==> src/rtl/distribute_out_datas_if.sv <==
// Handshake and lane-slot bus between a word source and the lane distributor.
// The master drives the fill request and the word stream; the slave (the
// distributor) returns flow control, the lane slots and the status flags.
interface distribute_out_datas_if #(
  parameter int NUM   = 8,
  parameter int WIDTH = 5
);
  logic                   start_i;
  logic [NUM-1:0]         lane_mask_i;
  logic [WIDTH-1:0]       data_i;
  logic                   valid_i;
  logic                   ready_o;
  logic [NUM*WIDTH-1:0]   data_o;
  logic [NUM-1:0]         wr_o;
  logic                   busy_o;
  logic                   done_o;

  modport master (
    output start_i, lane_mask_i, data_i, valid_i,
    input  ready_o, data_o, wr_o, busy_o, done_o
  );

  modport slave (
    input  start_i, lane_mask_i, data_i, valid_i,
    output ready_o, data_o, wr_o, busy_o, done_o
  );
endinterface

==> src/rtl/distribute_out_datas.sv <==
// Lane distributor: scatters a serial stream of WIDTH-bit words into NUM lane
// slots, lowest unfilled lane of the round's mask first, one word per cycle.
// Every output is a register; a write shows up on data_o/wr_o the cycle after
// the word is accepted, and the final write coincides with the done pulse.
module distribute_out_datas #(
  parameter int NUM   = 8,
  parameter int WIDTH = 5
) (
  input  logic                  clk,
  input  logic                  rst,
  distribute_out_datas_if.slave bus
);

  typedef enum logic [1:0] {
    IDLE = 2'd0,
    SEND = 2'd1,
    DONE = 2'd2
  } state_t;

  state_t               r_state;
  logic [NUM-1:0]       r_rem_mask;
  logic [NUM*WIDTH-1:0] r_data;
  logic [NUM-1:0]       r_wr;
  logic                 r_ready;
  logic                 r_busy;
  logic                 r_done;

  logic [NUM-1:0]       w_pick;
  logic                 w_accept;
  logic                 w_last;

  // Isolate the lowest set bit of the remaining mask (lane 0 has priority,
  // matching the reducer) and flag when it is the final lane of the round.
  assign w_pick   = r_rem_mask & (~r_rem_mask + NUM'(1));
  assign w_last   = ((r_rem_mask & ~w_pick) == {NUM{1'b0}});
  assign w_accept = bus.valid_i & r_ready;

  // Round sequencer with registered handshake, strobe, status and lane slots.
  always_ff @(posedge clk) begin
    if (rst) begin
      r_state    <= IDLE;
      r_rem_mask <= {NUM{1'b0}};
      r_data     <= {(NUM*WIDTH){1'b0}};
      r_wr       <= {NUM{1'b0}};
      r_ready    <= 1'b0;
      r_busy     <= 1'b0;
      r_done     <= 1'b0;
    end else begin
      // Strobe and done are single-cycle pulses unless re-armed below.
      r_wr   <= {NUM{1'b0}};
      r_done <= 1'b0;
      case (r_state)
        IDLE: begin
          r_ready <= 1'b0;
          if (bus.start_i) begin
            r_rem_mask <= bus.lane_mask_i;
            r_busy     <= 1'b1;
            if (bus.lane_mask_i != {NUM{1'b0}}) begin
              r_state <= SEND;
              r_ready <= 1'b1;
            end else begin
              // Nothing to fill: report completion on the very next cycle.
              r_state <= DONE;
              r_done  <= 1'b1;
            end
          end else begin
            r_busy <= 1'b0;
          end
        end
        SEND: begin
          if (w_accept) begin
            r_wr       <= w_pick;
            r_rem_mask <= r_rem_mask & ~w_pick;
            for (int k = 0; k < NUM; k++) begin
              if (w_pick[k]) begin
                r_data[k*WIDTH +: WIDTH] <= bus.data_i;
              end
            end
            if (w_last) begin
              // Done pulse lands in the same cycle as the last strobe.
              r_state <= DONE;
              r_ready <= 1'b0;
              r_done  <= 1'b1;
            end
          end
        end
        DONE: begin
          r_state <= IDLE;
          r_ready <= 1'b0;
          r_busy  <= 1'b0;
        end
        default: begin
          r_state    <= IDLE;
          r_rem_mask <= {NUM{1'b0}};
          r_ready    <= 1'b0;
          r_busy     <= 1'b0;
        end
      endcase
    end
  end

  assign bus.ready_o = r_ready;
  assign bus.data_o  = r_data;
  assign bus.wr_o    = r_wr;
  assign bus.busy_o  = r_busy;
  assign bus.done_o  = r_done;

endmodule

==> src/flat_wrapper.sv <==
// flat-port wrapper written by rule: the top's interface ports become plain ports
module distribute_out_datas_flat 
#(
  parameter int NUM   = 8,
  parameter int WIDTH = 5
)
  (clk, rst, bus_start_i, bus_lane_mask_i, bus_data_i, bus_valid_i, bus_ready_o, bus_data_o, bus_wr_o, bus_busy_o, bus_done_o);
  distribute_out_datas_if #(.NUM(NUM), .WIDTH(WIDTH)) bus_i ();
  input  logic clk;
  input  logic rst;
  input wire logic [$bits(bus_i.start_i)-1:0] bus_start_i;
  input wire logic [$bits(bus_i.lane_mask_i)-1:0] bus_lane_mask_i;
  input wire logic [$bits(bus_i.data_i)-1:0] bus_data_i;
  input wire logic [$bits(bus_i.valid_i)-1:0] bus_valid_i;
  output wire logic [$bits(bus_i.ready_o)-1:0] bus_ready_o;
  output wire logic [$bits(bus_i.data_o)-1:0] bus_data_o;
  output wire logic [$bits(bus_i.wr_o)-1:0] bus_wr_o;
  output wire logic [$bits(bus_i.busy_o)-1:0] bus_busy_o;
  output wire logic [$bits(bus_i.done_o)-1:0] bus_done_o;
  assign bus_i.start_i = bus_start_i;
  assign bus_i.lane_mask_i = bus_lane_mask_i;
  assign bus_i.data_i = bus_data_i;
  assign bus_i.valid_i = bus_valid_i;
  assign bus_ready_o = bus_i.ready_o;
  assign bus_data_o = bus_i.data_o;
  assign bus_wr_o = bus_i.wr_o;
  assign bus_busy_o = bus_i.busy_o;
  assign bus_done_o = bus_i.done_o;
  distribute_out_datas #(.NUM(NUM), .WIDTH(WIDTH)) u_core (.clk(clk), .rst(rst), .bus(bus_i));
endmodule
==> config.mk <==
export PLATFORM = sky130hd
export DESIGN_NAME = distribute_out_datas_flat
export DESIGN_NICKNAME = d
export VERILOG_FILES = /design/src/rtl/distribute_out_datas_if.sv /design/src/rtl/distribute_out_datas.sv /design/src/flat_wrapper.sv
export SDC_FILE = /design/constraint.sdc
export NUM_CORES = 1
export LEC_CHECK = 0
export BUFFER_PORTS_ARGS = -buffer_cell sky130_fd_sc_hd__buf_2
export CAP_MARGIN = 0
export CORE_MARGIN = 3
export CORE_UTILIZATION = 48
export CTS_BUF_LIST = sky130_fd_sc_hd__clkbuf_4
export CTS_CLUSTER_DIAMETER = 50
export CTS_CLUSTER_SIZE = 40
export DETAILED_ROUTE_END_ITERATION = 16
export GPL_ROUTABILITY_DRIVEN = 0
export PLACE_DENSITY = 0.77
export SLEW_MARGIN = 20
export SYNTH_ARGS = -nofsm -noshare
export SYNTH_HDL_FRONTEND = slang
export SYNTH_SLANG_ARGS = --single-unit
==> constraint.sdc <==
create_clock -name clk -period 1.75 [get_ports clk]
set_clock_uncertainty 0.15 [all_clocks]
set_input_delay 0.2625 -clock clk [delete_from_list [all_inputs] [get_ports clk]]
set_output_delay 0.2625 -clock clk [all_outputs]
set_load 0.02 [all_outputs]
==> results.json, run 1 <==
{
  "pin_count": 68,
  "period_needed_ns": 1.69,
  "clkSinkCount": 61,
  "antenna_found_initial": 0,
  "fp.dieW_microns": 77.6,
  "layout.nets": 350,
  "critPathCaptureType": "flop",
  "clk_path_buf_depth": 2,
  "routedWlPerCell_microns": 14.7,
  "power_frac_seq_pct": 49.3,
  "tns_ns": 0,
  "num_vias": 2117,
  "overflow": 0,
  "hold_viol_final": 0,
  "dp_cells": 386,
  "numCtsBuffers": 9,
  "worst_pin_slew_ns": 0.399,
  "p_leak_nw": 1.62,
  "first_iter_violations": 121,
  "drive_above_1_share_pct": 37.0,
  "critPathLaunchType": "input pin",
  "drtPass1Iterations": 4,
  "synth_ff_type": "dfxtp_1",
  "crit_required_ns": 1.93,
  "rsz0062_at_grt": "yes",
  "mostFrequentLayoutCells": "67 x buf_2, 56 x dfxtp_1, 51 x nor2_1, 36 x mux2i_1, 15 x a21oi_1",
  "rows": 25,
  "cts-htree-levels": 3,
  "start_util_pct": 50.8,
  "yosysSeqAreaShare_pct": 49.6,
  "status": "finished clean",
  "yosysWarnings": 0,
  "fp.dieArea_sq_mm": 0.00603,
  "power_switching_uw": 784,
  "grt_first_pass_wirelength_microns": 9820,
  "grt_pass1_vias": 2001,
  "drc": 0,
  "synth_top_cell_by_area": "dfxtp_1",
  "avgSynthCellArea_sq_um": 9.55,
  "clk_latency_ns": 0.39,
  "placed_area_sq_mm": 0.00291,
  "syn2layout_area_growth_pct": 31.3,
  "clkPwrFrac_pct": 37.9,
  "die_h_microns": 77.6,
  "syn-num-nets": 275,
  "period_share_pct": 96.8,
  "ys_async_sr_fraction_pct": 0,
  "slew_headroom_pct": 73.4,
  "cts_tree": "done",
  "fmax_mhz": 590,
  "path_clk_slew_ns": 0.10,
  "max-cap-violations": 0,
  "diodes": 0,
  "hp-class": "in2reg",
  "final_common_cell": "buf_2",
  "crit_type": "in2reg",
  "wirelength_microns": 5950,
  "finalNonFillerCells": 405,
  "synth_top_area_share_pct": 49.6,
  "grt_usage_pct": 20.6,
  "final_area_sq_mm": 0.00324,
  "syn-cell-area_sq_mm": 0.00246,
  "final_max_slew_viol_count": 0,
  "synth_cell_type_count": 41,
  "vias_per_cell": 5.23,
  "grt_max_degree": 49,
  "p_int_mw": 2.17,
  "synthTopCellsByArea": "dfxtp_1 50%, mux2i_1 15%, nor2_1 7.9%",
  "setup_viol": 0,
  "worstPathArrival_ns": 1.88,
  "power_density_mw_per_mm2": 913,
  "cp_max_fo": 2,
  "ant_nets": 0,
  "comb_power_share_pct": 12.8,
  "place_hpwl_microns": 3960,
  "synth_enable_flop_cells": 0,
  "synth_seq_cells": 61,
  "ir_drop_uv": 685,
  "switching_share_pct": 26.5,
  "cts.root.buffer_cell": "clkbuf_4",
  "core_sq_mm": 0.00485,
  "synthCells": 258,
  "port_buffers": 67,
  "fin_util_pct": 66.7
}
-- routing by layer --
metal	part of all wire (%)	global-route usage [%]	vias to the layer above
li1	-	-	1049
met1	44	26.4	998
met2	49	31.8	56
met3	5.3	4.99	14
met4	2.2	10.9	0
met5	0	0	-
-- metrics by stage --
stage / setup WS (ns) / hold slack [ns] / power [mW]
2_1_floorplan: 0.0876 / 0.249 / 1.68
5_1_grt: -0.0600 / 0.0505 / 3.09
3_3_place_gp: 0.0476 / 0.293 / 1.79
4_1_cts: -0.0154 / 0.0464 / 2.91
3_5_place_dp: 0.0331 / 0.298 / 1.79
6_report: 0.0555 / 0.0549 / 2.95
-- worst max-delay path, stage by stage --
cell and delay [ns]:
dlygate4sd3_1 0.54, buf_2 0.13, or4_1 0.53, nor2_2 0.10, and3b_1 0.19, o21a_1 0.12
-- cell type report --
type,count,area [sq um]
fill,387,1610
sequential,61,1230
multi-input combinational,172,1230
timing repair buffer,87,515
clock inverter,6,86.3
tap,67,83.8
clock buffer,10,75.1
inverter,2,7.51
-- worst paths after layout --
| check | start | endpoint | slack, ns | cells after the start |
|---|---|---|---|---|
| worst max-delay path | bus_lane_mask_i[5] | u_core.r_state[1] | 0.06 | 6 |
| worst min-delay path | bus_data_i[3] | u_core.bus.data_o[3] | 0.05 | 3 |
| worst max register to register | u_core.r_rem_mask[4] | u_core.bus.done_o | 0.06 | 4 |
| worst min register to register | u_core.bus.data_o[2] | u_core.bus.data_o[2] | 0.31 | 2 |
-- Yosys cell counts, drive strengths merged (2+ instances only) --
cell type,number
a21oi,16
a221oi,2
a22oi,2
a2bb2oi,2
and4b,2
buf,8
clkbuf,15
dfxtp,61
inv,2
mux2i,36
nand2,13
nand3,10
nand3b,2
nand4,3
nor2,52
nor2b,3
nor3,5
o21a,2
o21ai,4
or4,3
-- state kept, by name (all words and copies together), names as in the netlist --
signal,flops
u_core.bus.busy_o,1
u_core.bus.data_o,40
u_core.bus.done_o,1
u_core.bus.ready_o,1
u_core.bus.wr_o,8
u_core.r_rem_mask,8
u_core.r_state,2
-- logic make-up (layout without fill, tap and decap cells) --
logic type	after synthesis	count (layout)	share of synthesized area (%)
compound gates	35	35	9.14
flops	61	61	49.6
simple gates	101	101	21.9
mux	36	36	14.6
buf+inv	25	105	4.72
-- power by group through the flow --
stage | combinational [mW] | sequential [mW] | clock [mW]
after detailed placement | 0.316 | 1.48 | 0
after CTS | 0.328 | 1.45 | 1.13
final | 0.379 | 1.46 | 1.12
after global routing | 0.414 | 1.46 | 1.21
after global placement | 0.313 | 1.48 | 0
after floorplan | 0.207 | 1.47 | 0
-- timing repair --
item	CTS	global route
pin swaps	0	7
resized for setup	3	23
buffers inserted	0	1
setup endpoints to repair	4	31
hold buffers	2	0
cloned	0	0
hold endpoints to repair	2	0
Power figures use the tool's default switching activity.
==> run 2, diff against run 1 <==
--- a/config.mk
+++ b/config.mk
@@ -14,6 +14,7 @@
 export CTS_CLUSTER_SIZE = 40
 export DETAILED_ROUTE_END_ITERATION = 16
 export GPL_ROUTABILITY_DRIVEN = 0
+export MAX_ROUTING_LAYER = met4
 export PLACE_DENSITY = 0.77
 export SLEW_MARGIN = 20
 export SYNTH_ARGS = -nofsm -noshare
==> results.json, run 2 (synthesis gave the netlist of run 1 again) <==
{
  "fmax_mhz": 592,
  "grt_pass1_vias": 1994,
  "max-cap-violations": 0,
  "power_switching_uw": 787,
  "antenna_found_initial": 0,
  "drc": 0,
  "num_vias": 2131,
  "max_stage_delay_ns": 0.41,
  "crit_path_top_delay_cell": "or4_1",
  "numCtsBuffers": 9,
  "period_needed_ns": 1.69,
  "cts_tree": "done",
  "fin_util_pct": 66.7,
  "cts-htree-levels": 3,
  "first_iter_violations": 120,
  "syn2layout_area_growth_pct": 31.3,
  "switching_share_pct": 26.6,
  "path_delay_family": "simple AND/OR/NAND/NOR gates",
  "diodes": 0,
  "drtPass1Iterations": 4,
  "hp-class": "in2reg",
  "grt_max_degree": 49,
  "rows": 25,
  "rsz0062_at_grt": "yes",
  "fin_total_pwr_mw": 2.96,
  "status": "finished clean",
  "power_density_mw_per_mm2": 914,
  "die_h_microns": 77.6,
  "slew_headroom_pct": 73.7,
  "p_leak_nw": 1.62,
  "vias_per_cell": 5.26,
  "port_buffers": 67,
  "pin_count": 68,
  "path_clk_slew_ns": 0.10,
  "wirelength_microns": 5970,
  "clkPwrFrac_pct": 37.9,
  "path_cells": "buf_4 > or4_1 > a32o_1 > a22oi_1 > nor2_1",
  "final_max_slew_viol_count": 0,
  "fp.dieArea_sq_mm": 0.00603,
  "crit_required_ns": 1.88,
  "comb_power_share_pct": 12.9,
  "ant_nets": 0,
  "place_hpwl_microns": 3960,
  "power_frac_seq_pct": 49.2,
  "period_share_pct": 96.6,
  "mostFrequentLayoutCells": "67 x buf_2, 56 x dfxtp_1, 51 x nor2_1, 36 x mux2i_1, 15 x a21oi_1",
  "p_int_mw": 2.17,
  "largest_reg_flops": 40,
  "start_util_pct": 50.8,
  "cts.root.buffer_cell": "clkbuf_4",
  "final_common_cell": "buf_2",
  "drive_above_1_share_pct": 37.0,
  "critPathLaunchType": "flop",
  "hold_viol_final": 0,
  "cp_max_fo": 8,
  "cp_num_buf_inv": 1,
  "overflow": 0,
  "fp.dieW_microns": 77.6,
  "routedWlPerCell_microns": 14.7,
  "critPathCaptureType": "flop",
  "layout.nets": 350,
  "worstPathArrival_ns": 1.82,
  "hold_start": "bus_data_i[3]",
  "clkSinkCount": 61,
  "clk_latency_ns": 0.39,
  "clk_path_buf_depth": 2,
  "setup_viol": 0,
  "worst_pin_slew_ns": 0.394,
  "setup.worst_path.start": "u_core.r_rem_mask[3]",
  "r2r_start": "u_core.r_rem_mask[3]",
  "grt_usage_pct": 21.2,
  "ir_drop_uv": 689,
  "core_sq_mm": 0.00485,
  "crit_type": "reg2reg",
  "grt_first_pass_wirelength_microns": 9820
}
## run 2: layer usage
| metal | track usage (%) | routed length (microns) |
|---|---|---|
| met5 | - | 0 |
| met4 | 10.9 | 156 |
| met3 | 4.52 | 288 |
| met2 | 31.8 | 2880 |
| met1 | 26.7 | 2640 |
## run 2: power groups by stage
stage / Clock, mW / Sequential [mW] / Combinational (mW)
3_3_place_gp: 0 / 1.48 / 0.313
3_5_place_dp: 0 / 1.48 / 0.316
5_1_grt: 1.21 / 1.46 / 0.415
2_1_floorplan: 0 / 1.47 / 0.207
6_report: 1.12 / 1.46 / 0.381
4_1_cts: 1.13 / 1.45 / 0.328
## run 2: layout make-up
type                    instances  area, sq um
fillers                       387         1610
inverters                       2         7.51
clock buffers                  10         75.1
repair buffers                 87          515
multi-input cells             172         1230
well taps                      67         83.8
clock inverters                 6         86.3
flip-flops and latches         61         1230
## run 2: final timing paths
check | to | slack (ns) | cells past startpoint
worst min-delay path | u_core.bus.data_o[3] | 0.05 | 3
worst max-delay path | u_core.r_rem_mask[4] | 0.06 | 5
worst min register to register | u_core.bus.data_o[2] | 0.31 | 2
worst max register to register | u_core.r_rem_mask[4] | 0.06 | 5
## run 2: worst min-delay path: stages
cell and delay [ns]:
buf_2 0.16, nand3_1 0.08, a21oi_1 0.05
## run 2: timing repair
action,4_1_cts,5_1_grt
buffers inserted,0,1
pin swaps,0,7
hold endpoints to repair,2,0
resized for setup,3,23
hold buffers,2,0
endpoints found under the setup margin,4,31
## run 2: per-stage QoR
step                hold WS [ns]  cells  setup WS [ns]  setup TNS [ns]  cell area (sq um)
detailed placement         0.298    386         0.0331               0               2910
global placement           0.293    386         0.0476               0               2910
finish                    0.0531    405         0.0595               0               3240
global route              0.0512    405        -0.0600          -0.148               3240
floorplan                  0.249    258         0.0876               0               2460
CTS                       0.0464    404        -0.0154         -0.0154               3110
